===== config.mk =====
export PLATFORM = sky130hd
export DESIGN_NAME = alu_sequencer
export DESIGN_NICKNAME = d
export VERILOG_FILES = /design/src/rtl/alu_seq_pkg.sv /design/src/rtl/alu_seq_regfile.sv /design/src/rtl/alu_sequencer.sv
export SDC_FILE = /design/constraint.sdc
export NUM_CORES = 1
export LEC_CHECK = 0
export BUFFER_PORTS_ARGS = -buffer_cell sky130_fd_sc_hd__buf_2
export CAP_MARGIN = 20
export CELL_PAD_IN_SITES_DETAIL_PLACEMENT = 0
export CELL_PAD_IN_SITES_GLOBAL_PLACEMENT = 2
export CORE_MARGIN = 2
export CORE_UTILIZATION = 38
export CTS_CLUSTER_SIZE = 16
export DETAILED_ROUTE_END_ITERATION = 8
export GPL_TIMING_DRIVEN = 0
export PLACE_DENSITY_LB_ADDON = 0.1
export SYNTH_ARGS = -nofsm -noshare
export SYNTH_HDL_FRONTEND = slang
export SYNTH_SLANG_ARGS = --single-unit
export TNS_END_PERCENT = 5

===== constraint.sdc =====
create_clock -name clock -period 6.2 [get_ports clock]
set_clock_uncertainty 0.2 [all_clocks]
set_input_delay 0.31 -clock clock [delete_from_list [all_inputs] [get_ports clock]]
set_output_delay 0.31 -clock clock [all_outputs]
set_load 0.03 [all_outputs]

===== src/rtl/alu_seq_pkg.sv =====
// Shared constants, instruction layout and FSM types for the ALU sequencer.
// Build option ALU_SEQ_ILLEGAL_TRAP_EN selects trap-vs-NOP for illegal opcodes.
package alu_seq_pkg;

    localparam int XLEN      = 32;
    localparam int NUM_REGS  = 8;
    localparam int NUM_FLAGS = 4;
    localparam int REG_AW    = 3;
    localparam int FLAG_AW   = 2;
    localparam int OP_W      = 7;
    localparam int IMM_W     = 16;

    localparam int OP_LSB  = 0;
    localparam int RD_LSB  = 7;
    localparam int RA_LSB  = 10;
    localparam int RB_LSB  = 13;
    localparam int IMM_LSB = 16;

    localparam logic [OP_W-1:0] OP_ADD  = 7'd0;
    localparam logic [OP_W-1:0] OP_SUB  = 7'd1;
    localparam logic [OP_W-1:0] OP_AND  = 7'd2;
    localparam logic [OP_W-1:0] OP_OR   = 7'd3;
    localparam logic [OP_W-1:0] OP_XOR  = 7'd4;
    localparam logic [OP_W-1:0] OP_SHL  = 7'd5;
    localparam logic [OP_W-1:0] OP_LDHI = 7'd6;
    localparam logic [OP_W-1:0] OP_MOV  = 7'd7;
    localparam logic [OP_W-1:0] OP_FEQ  = 7'd8;
    localparam logic [OP_W-1:0] OP_FLT  = 7'd9;
    localparam logic [OP_W-1:0] OP_FGT  = 7'd10;
    localparam logic [OP_W-1:0] OP_FZ   = 7'd11;
    localparam logic [OP_W-1:0] OP_FAND = 7'd12;
    localparam logic [OP_W-1:0] OP_FOR  = 7'd13;
    localparam logic [OP_W-1:0] OP_JMP  = 7'd14;
    localparam logic [OP_W-1:0] OP_JMPC = 7'd15;

    typedef enum logic [2:0] {
        S_FETCH,
        S_DECODE,
        S_EXEC,
        S_WB,
        S_HALT
    } state_e;

    typedef enum logic [1:0] {
        CL_REG,
        CL_FLAG,
        CL_BRANCH,
        CL_ILLEGAL
    } op_class_e;

    typedef struct packed {
        logic [OP_W-1:0]  instr;
        logic [XLEN-1:0]  a;
        logic [XLEN-1:0]  b;
        logic [XLEN-1:0]  reg8;
        logic [IMM_W-1:0] value;
        logic             highlow;
        logic             f1;
        logic             f2;
    } alu_ports_t;

    function automatic op_class_e op_class(input logic [OP_W-1:0] op);
        op_class_e cls;
        unique case (1'b1)
            (op <= OP_MOV):                     cls = CL_REG;
            (op >= OP_FEQ && op <= OP_FOR):     cls = CL_FLAG;
            (op == OP_JMP || op == OP_JMPC):    cls = CL_BRANCH;
            default:                            cls = CL_ILLEGAL;
        endcase
        return cls;
    endfunction

endpackage


===== src/rtl/alu_seq_regfile.sv =====
// 8x32 register file: two read ports, one write port, plus a fixed R7 tap
// that feeds the ALU jump-target operand.
module alu_seq_regfile
    import alu_seq_pkg::*;
(
    input  logic              clock,
    input  logic              reset_n,
    input  logic              we,
    input  logic [REG_AW-1:0] waddr,
    input  logic [XLEN-1:0]   wdata,
    input  logic [REG_AW-1:0] raddr_a,
    input  logic [REG_AW-1:0] raddr_b,
    output logic [XLEN-1:0]   rdata_a,
    output logic [XLEN-1:0]   rdata_b,
    output logic [XLEN-1:0]   rdata_r7
);

    logic [XLEN-1:0] mem_q [NUM_REGS];
    logic [XLEN-1:0] mem_d [NUM_REGS];

    always_comb begin
        mem_d = mem_q;
        if (we) begin
            mem_d[waddr] = wdata;
        end
    end

    always_ff @(posedge clock) begin
        if (!reset_n) begin
            for (int i = 0; i < NUM_REGS; i++) begin
                mem_q[i] <= '0;
            end
        end else begin
            mem_q <= mem_d;
        end
    end

    assign rdata_a  = mem_q[raddr_a];
    assign rdata_b  = mem_q[raddr_b];
    assign rdata_r7 = mem_q[NUM_REGS-1];

endmodule


===== src/rtl/alu_sequencer.sv =====
// Fetch/decode/sequencing unit driving a 32-bit ALU: FETCH-DECODE-EXEC-WB.
// Define ALU_SEQ_ILLEGAL_TRAP_EN to halt on opcodes above 15 (else NOP).
module alu_sequencer
    import alu_seq_pkg::*;
#(
    parameter logic [XLEN-1:0] RESET_PC = 32'h0
) (
    input  logic              clock,
    input  logic              reset_n,
    output logic              imem_req,
    output logic [XLEN-1:0]   imem_addr,
    input  logic              imem_ack,
    input  logic [XLEN-1:0]   imem_rdata,
    output logic [OP_W-1:0]   alu_instr,
    output logic [XLEN-1:0]   alu_a,
    output logic [XLEN-1:0]   alu_b,
    output logic [XLEN-1:0]   alu_reg8,
    output logic [IMM_W-1:0]  alu_value,
    output logic              alu_highlow,
    output logic              alu_f1,
    output logic              alu_f2,
    input  logic [XLEN-1:0]   alu_c,
    input  logic              alu_f3,
    input  logic              alu_addrch,
    input  logic [XLEN-1:0]   alu_naddr,
    output logic              retire,
    output logic              halted
);

    state_e                 state_q, state_d;
    logic [XLEN-1:0]        pc_q, pc_d;
    logic [XLEN-1:0]        ir_q, ir_d;
    logic [NUM_FLAGS-1:0]   fl_q, fl_d;
    alu_ports_t             ports_q, ports_d;

    logic [OP_W-1:0]   op;
    logic [REG_AW-1:0] rd, ra, rb;
    logic [IMM_W-1:0]  imm;
    op_class_e         cls;
    logic              trap;
    logic              rf_we;
    logic [XLEN-1:0]   rf_a, rf_b, rf_r7;

    assign op  = ir_q[OP_LSB +: OP_W];
    assign rd  = ir_q[RD_LSB +: REG_AW];
    assign ra  = ir_q[RA_LSB +: REG_AW];
    assign rb  = ir_q[RB_LSB +: REG_AW];
    assign imm = ir_q[IMM_LSB +: IMM_W];
    assign cls = op_class(op);

`ifdef ALU_SEQ_ILLEGAL_TRAP_EN
    assign trap = (cls == CL_ILLEGAL);
`else
    assign trap = 1'b0;
`endif

    alu_seq_regfile u_regfile (
        .clock    (clock),
        .reset_n  (reset_n),
        .we       (rf_we),
        .waddr    (rd),
        .wdata    (alu_c),
        .raddr_a  (ra),
        .raddr_b  (rb),
        .rdata_a  (rf_a),
        .rdata_b  (rf_b),
        .rdata_r7 (rf_r7)
    );

    always_ff @(posedge clock) begin
        if (!reset_n) begin
            state_q <= S_FETCH;
            pc_q    <= RESET_PC;
            ir_q    <= '0;
            fl_q    <= '0;
            ports_q <= '0;
        end else begin
            state_q <= state_d;
            pc_q    <= pc_d;
            ir_q    <= ir_d;
            fl_q    <= fl_d;
            ports_q <= ports_d;
        end
    end

    always_comb begin
        state_d = state_q;
        unique case (state_q)
            S_FETCH:  if (imem_ack) state_d = S_DECODE;
            S_DECODE: state_d = trap ? S_HALT : S_EXEC;
            S_EXEC:   state_d = S_WB;
            S_WB:     state_d = S_FETCH;
            S_HALT:   state_d = S_HALT;
            default:  state_d = S_FETCH;
        endcase
    end

    // ALU ports load only on DECODE->EXEC and then hold through WB.
    always_comb begin
        pc_d    = pc_q;
        ir_d    = ir_q;
        fl_d    = fl_q;
        ports_d = ports_q;
        rf_we   = 1'b0;
        unique case (state_q)
            S_FETCH: begin
                if (imem_ack) ir_d = imem_rdata;
            end
            S_DECODE: begin
                if (!trap) begin
                    ports_d.instr   = op;
                    ports_d.a       = rf_a;
                    ports_d.b       = rf_b;
                    ports_d.reg8    = rf_r7;
                    ports_d.value   = imm;
                    ports_d.highlow = (op == OP_LDHI);
                    ports_d.f1      = fl_q[ra[FLAG_AW-1:0]];
                    ports_d.f2      = fl_q[rb[FLAG_AW-1:0]];
                end
            end
            S_WB: begin
                pc_d = pc_q + 32'd1;
                unique case (cls)
                    CL_REG:    rf_we = 1'b1;
                    CL_FLAG:   fl_d[rd[FLAG_AW-1:0]] = alu_f3;
                    CL_BRANCH: if (alu_addrch) pc_d = alu_naddr;
                    default:   ;
                endcase
            end
            default: ;
        endcase
    end

    always_comb begin
        imem_req    = 1'b0;
        imem_addr   = '0;
        alu_instr   = '0;
        alu_a       = '0;
        alu_b       = '0;
        alu_reg8    = '0;
        alu_value   = '0;
        alu_highlow = 1'b0;
        alu_f1      = 1'b0;
        alu_f2      = 1'b0;
        retire      = 1'b0;
        halted      = 1'b0;
        if (reset_n) begin
            imem_req    = (state_q == S_FETCH);
            imem_addr   = pc_q;
            alu_instr   = ports_q.instr;
            alu_a       = ports_q.a;
            alu_b       = ports_q.b;
            alu_reg8    = ports_q.reg8;
            alu_value   = ports_q.value;
            alu_highlow = ports_q.highlow;
            alu_f1      = ports_q.f1;
            alu_f2      = ports_q.f2;
            retire      = (state_q == S_WB);
            halted      = (state_q == S_HALT);
        end
    end

endmodule


# After elaboration in Yosys (flattened, before gate mapping)
# Cells that the tools add are included.
word_totals:
  latchBits: 0
  inputBits: 101
  regBits: 449
  mem_bits_ro: 0
  mem_count: 0
  ram_bits: 0
  elab_cells: 88
classes:
  n_shift: 0
  add_sub_neg: 1
  multipliers: 0
  bitwise: 3
  n_lt_le_gt_ge: 11
  reduce_logical: 8
  div_mod_pow: 0
  n_eq_ne: 10
  n_mux: 35
op_table:
  columns: ["cell", "count"]
  rows:
  - ["32-bit 2-to-1 mux", 11]
  - ["256-bit bitwise mux", 1]
  - ["32-bit binary-select mux with 3-bit select", 2]
  - ["32-bit demux with 3-bit select", 1]
  - ["32-bit by 1-bit adder with 32-bit output (second input constant)", 1]
  - ["16-bit 2-to-1 mux", 1]
  - ["7-bit by 4-bit equality test with 1-bit output (second input constant)", 2]
  - ["4-bit >= comparator (second input constant)", 3]
  - ["3-bit NOT with 4-bit output", 3]
  - ["3-bit one-hot mux with 4 select lines", 1]
  - ["1-bit 2-to-1 mux", 11]
  - ["2-bit by 3-bit < comparator with 1-bit output (second input constant)", 3]
  - ["7-bit by 3-bit equality test with 1-bit output (second input constant)", 1]
  - ["7-bit by 4-bit >= comparator with 1-bit output (second input constant)", 1]
  - ["7-bit by 3-bit <= comparator with 1-bit output (second input constant)", 1]
  - ["7-bit by 4-bit <= comparator with 1-bit output (second input constant)", 1]
  - ["7-bit 2-to-1 mux", 1]
  - ["3-bit by 2-bit equality test with 1-bit output (second input constant)", 2]
  - ["2-bit one-hot mux with 3 select lines", 1]
  - ["1-bit binary-select mux with 2-bit select", 2]
  - ["4-bit bitwise mux", 1]
  - ["4-bit by 1-bit < comparator with 1-bit output (second input constant)", 1]
  - ["2-bit AND reduction", 2]
  - ["3-bit by 1-bit equality test with 1-bit output (second input constant)", 1]
  - ["11 further kinds", 13]

# Depth between registers and ports, before layout
logic_depth:
  word_depth: 6
  depth_mapped: 8
  depth_no_buf: 6

# Modules after synthesis
# From an unflattened synthesis, not the netlist that was laid out.
hier_totals:
  cells_unflattened: 2598
  area_unflattened_um2: 22829.4
by_module_without_submodules:
  columns: ["mod", "area_per_inst_um2", "cells_each", "seq_area_each_um2", "n_inst"]
  rows:
  - ["alu_seq_regfile", 14053.5, 1423, 5124.9, 1]
  - ["alu_sequencer", 8775.9, 1175, 3863.7, 1]

# Least setup slack after synthesis
# Ideal clock, no wire load.
synth_timing:
  kind: "input port to output port"
  start: "in reset_n"
  end: "out halted"
  path_stages: 4
  n_path_buf: 2
  t_required_ns: 5.690
  setup_slack_ns: 3.807
  t_arrival_ns: 1.883
  cell_sequence: "clkbuf_1 > inv_2 > clkbuf_1 > nor4b_1"
synth_between:
  elab_chain_cells: 1
synth_lines:
  columns: ["item", "line_no", "text"]
  rows:
  - ["start: declaration", "alu_sequencer.sv:9", "input logic reset_n,"]
  - ["1-bit 2-to-1 mux", "alu_sequencer.sv:147", "if (reset_n) begin"]
  - ["end: declaration", "alu_sequencer.sv:27", "output logic halted"]
# Every way passes these cells.

# Final worst setup path
layout_timing:
  start: "reg state_q[2]"
  end: "reg ports_q[48] in the netlist's numbering"
layout_between:
  elab_chain_cells: 1
layout_lines:
  columns: ["item", "line_no", "text"]
  rows:
  - ["start: declaration", "alu_sequencer.sv:30", "state_e state_q, state_d;"]
  - ["start signal: assignment", "alu_sequencer.sv:78", "state_q <= state_d;"]
  - ["3-bit by 1-bit equality test with 1-bit output", "alu_sequencer.sv:105", "unique case (state_q)"]
  - ["end signal: assignment", "alu_sequencer.sv:82", "ports_q <= ports_d;"]
  - ["end: declaration", "alu_sequencer.sv:34", "alu_ports_t ports_q, ports_d;"]
# Every way passes these cells.
# A chain may end at the register's enable or synchronous reset.

==> results.cfg <==
[hold_path]
hold_path.class = input port to flop

[critical_path]
end_kind = flop
crit_path_start = state_q[2]$_SDFFE_PN0P_
cpMaxStageDelayCell = sky130_fd_sc_hd__nor3b_1
rr_endpoint = ports_q[48]$_SDFFE_PN0N_
r2r.worst_path.cells = 6
cp-start-kind = flop
crit_path_max_fanout = 10
worst_path_largest_cell_delay_ns = 0.98
crit_top_cell = sky130_fd_sc_hd__clkbuf_1
reg2reg_slack_ns = 2.46
worst-endpoint-arrival_ns = 4.07
reg2reg_from = state_q[2]$_SDFFE_PN0P_
cell_breakdown_of_the_critical_path = clkbuf_1, nor3b_1, clkbuf_1, clkbuf_1, o21ai_0, nor2_1
critical_path_rt_ns = 6.53
worstSetupEndpoint = ports_q[48]$_SDFFE_PN0N_
crit_type = flop to flop

[finish]
design.final.nets = 2975
layout.cells.most_common = sky130_fd_sc_hd__nand2_1
final_area_mm2 = 0.0261
drive_above_1_share = 0.186
commonest_non_fill_non_tap_cells_in_the_layout = 623 x sky130_fd_sc_hd__nand2_1, 449 x sky130_fd_sc_hd__dfxtp_1, 309 x sky130_fd_sc_hd__a21oi_1
area.growth.synth_to_final_pct = 22.1
fill_cells = 5615
fin_util = 0.471
antenna-diode-count = 0

[route]
viasPerCell = 5.38
num_vias = 19669
drt-wirelength-per-cell_um = 22.4
detailedRoute.firstPassIterationCount = 7
drcViolationCount = 0
wl_um = 81900
antenna_left = 0
dr.first_iter.drc_count = 1596

[power]
p_per_area_mw_per_mm2 = 266
p_sw_frac = 0.274
net-switching-power_uw = 1900
p_clk_frac = 0.433
seq_power_share = 0.441
report.power.total_uw = 6920
p_int_uw = 5030
comb_power_share = 0.127
p_leak_uw = 0.00942
power.ir.vdd_worst_mv = 0.222

[logic_synthesis]
synth-seq-cells = 449
yosysSeqAreaShare = 0.421
synth-simple-area-share = 0.223
synth-warning-count = 0
synth_enable_flop_cells = 0
synth_xor_area_frac = 0.000410
synth-adder-area-share = 0.000586
asyncSetResetFlopFracSynth = 0
synth_fp_nets = 2596
synth_flop_cell = sky130_fd_sc_hd__dfxtp_1
cell_area_after_synthesis_mm2 = 0.0214
synthCells = 2494
synth-compound-area-share = 0.130
yosys.cell_types.count = 58
muxShareOfSynthArea = 0.171
largest_family_of_logic_cells_by_synthesized_area = simple AND/OR/NAND/NOR gates
synth_area_per_cell_um2 = 8.56

[placement]
post_dp_cell_area_mm2 = 0.0234
finalWeightedCongestion = 0.851
port-buffer-count = 224
hpwlAfterDp_um = 60300

[clocking]
clock_sinks = 449
tritoncts = yes
numCtsBuffers = 51
ctsHtreeMaxLevel = 2
worst_setup_hold_path_clk_slew_ns = 0.06
worstSkewPairLatency_ns = 0.60
cts_repair_resize_count = 0
cts_root_buf = sky130_fd_sc_hd__clkbuf_16
post-cts-setup-buffer-count = 0
ctsLongestPathBuffers = 3

[global_routing]
grt_first_pass_wirelength_um = 119000
grtUsageTotal = 0.277
grt_pass1_vias = 18891
pin_count_of_the_biggest_net_entering_global_routing = 13
grt_remaining_overflow = 0
antenna_violations_before_repair = 2

[timing]
timing.final.crit_share = 0.603
finalHoldViolCount = 0
worst_slew_margin = 0.222
number_of_slew_limit_violations_in_the_final_report = 0
finalSetupViolations = 0
tns_ns = 0
fmax_ghz = 0.268
post-route-min-period_ns = 3.74
grt_setup_unrepaired = false
worst-slew-pin-transition_ns = 1.16

[floorplan]
die_height_um = 241
io_pins = 258
core.rowCount = 86
die_extent_in_x_um = 241
floorplan.core_area_mm2 = 0.0553
die-area_mm2 = 0.0581
effective_utilization_at_floorplan = 0.386

[run]
maxCapViolations = 0

[outcome]
outcome = finished, final reports clean
## per-stage QoR
stage          cells  hold WS (ns)  setup WS [ns]
4_1_cts         3656       0.00431           2.32
3_5_place_dp    3467         0.247           2.32
6_report        3659        0.0264           2.46
3_3_place_gp    3466         0.240           2.50
2_1_floorplan   2494         0.232           3.81
5_1_grt         3659        0.0589           2.45
## per-layer routing
metal | global-route usage | wire, um
met2 | 0.445 | 37400
met4 | 0.0832 | 2000
met1 | 0.377 | 36700
met5 | 0 | 11
met3 | 0.0560 | 5870
## logic make-up (layout without fill, tap and decap cells)
kind of cell | after synthesis | count (layout)
mux | 202 | 202
simple gates | 1086 | 1086
compound gates | 499 | 499
buf+inv | 256 | 673
xor+xnor | 1 | 1
flops | 449 | 449
fa+ha+maj | 1 | 1
## registers in the layout, summed over array words and instances, names as in the netlist
| register | flops |
|---|---|
| ports_q | 122 |
| ir_q | 32 |
| state_q | 3 |
| u_regfile.mem_q | 224 |
| fl_q | 4 |
| pc_q | 32 |
| u_regfile.rdata_r7 | 32 |
## worst min path at each step
stage,cells past startpoint,to,slack [ns],start
2_1_floorplan,2,ports_q[0]$_SDFFE_PN0N_,0.23,ports_q[0]$_SDFFE_PN0N_
3_3_place_gp,2,ports_q[1]$_SDFFE_PN0N_,0.24,ports_q[1]$_SDFFE_PN0N_
3_5_place_dp,2,ir_q[17]$_SDFFE_PN0P_,0.25,ir_q[17]$_SDFFE_PN0P_
4_1_cts,4,pc_q[12]$_SDFFE_PN0P_,0.004,alu_naddr[12]
5_1_grt,4,pc_q[14]$_SDFFE_PN0P_,0.06,alu_naddr[14]
6_report,4,pc_q[14]$_SDFFE_PN0P_,0.03,alu_naddr[14]
## layout make-up
class                           count  area [um2]  area share
Multi-Input combinational cell   1789       11200       0.430
Inverter                            9        33.8     0.00130
Buffer                            247        1110      0.0427
Timing Repair Buffer              326        2160      0.0828
Clock inverter                     16         159     0.00610
Tap cell                          748         936      0.0359
Sequential cell                   449        8990       0.345
Clock buffer                       75        1460      0.0559
## critical path, delay by kind of cell, from the launching register on
kind                   cells  cell delay [ns]
flip-flops                 1             0.30
buffers and inverters      3             1.87
AND/OR/NAND/NOR            2             1.12
AO/OA/AOI/OAI              1             0.18
## power groups by stage
stage / Sequential [uW] / Clock, uW / Combinational [uW]
after floorplan: 3090 / 0 / 528
after global placement: 3110 / 0 / 813
after detailed placement: 3120 / 0 / 822
after CTS: 3050 / 3050 / 874
after global routing: 3070 / 3170 / 942
final: 3050 / 3000 / 876
## synthesized netlist by cell type, types with 5 or more instances
master                       n  share of area
sky130_fd_sc_hd__nand2_1   623           0.11
sky130_fd_sc_hd__dfxtp_1   449           0.42
sky130_fd_sc_hd__a21oi_1   309          0.072
sky130_fd_sc_hd__nor2_1    204          0.036
sky130_fd_sc_hd__and2_1    151          0.044
sky130_fd_sc_hd__clkbuf_1  142          0.025
sky130_fd_sc_hd__mux4_2    130           0.14
sky130_fd_sc_hd__o21ai_0    77          0.018
sky130_fd_sc_hd__buf_2      76          0.018
sky130_fd_sc_hd__mux2i_1    70          0.033
sky130_fd_sc_hd__a211oi_1   67          0.024
sky130_fd_sc_hd__nand3_1    22         0.0052
sky130_fd_sc_hd__buf_1      17         0.0030
sky130_fd_sc_hd__and3_1     13         0.0038
sky130_fd_sc_hd__nor3_1     13         0.0030
sky130_fd_sc_hd__a31oi_1    12         0.0035
sky130_fd_sc_hd__buf_6      12         0.0063
sky130_fd_sc_hd__nand4_1    11         0.0032
sky130_fd_sc_hd__inv_1       7         0.0012
sky130_fd_sc_hd__o31a_1      7         0.0029
sky130_fd_sc_hd__or3_1       7         0.0021
sky130_fd_sc_hd__nor4_1      6         0.0018
sky130_fd_sc_hd__nor3_2      5         0.0023
sky130_fd_sc_hd__nor4b_1     5         0.0021
## repair_timing
item	CTS	global route
endpoints found under the setup margin	0	0
hold buffers	98	0
endpoints found under the hold margin	323	0
(Power assumes the default switching activity.)
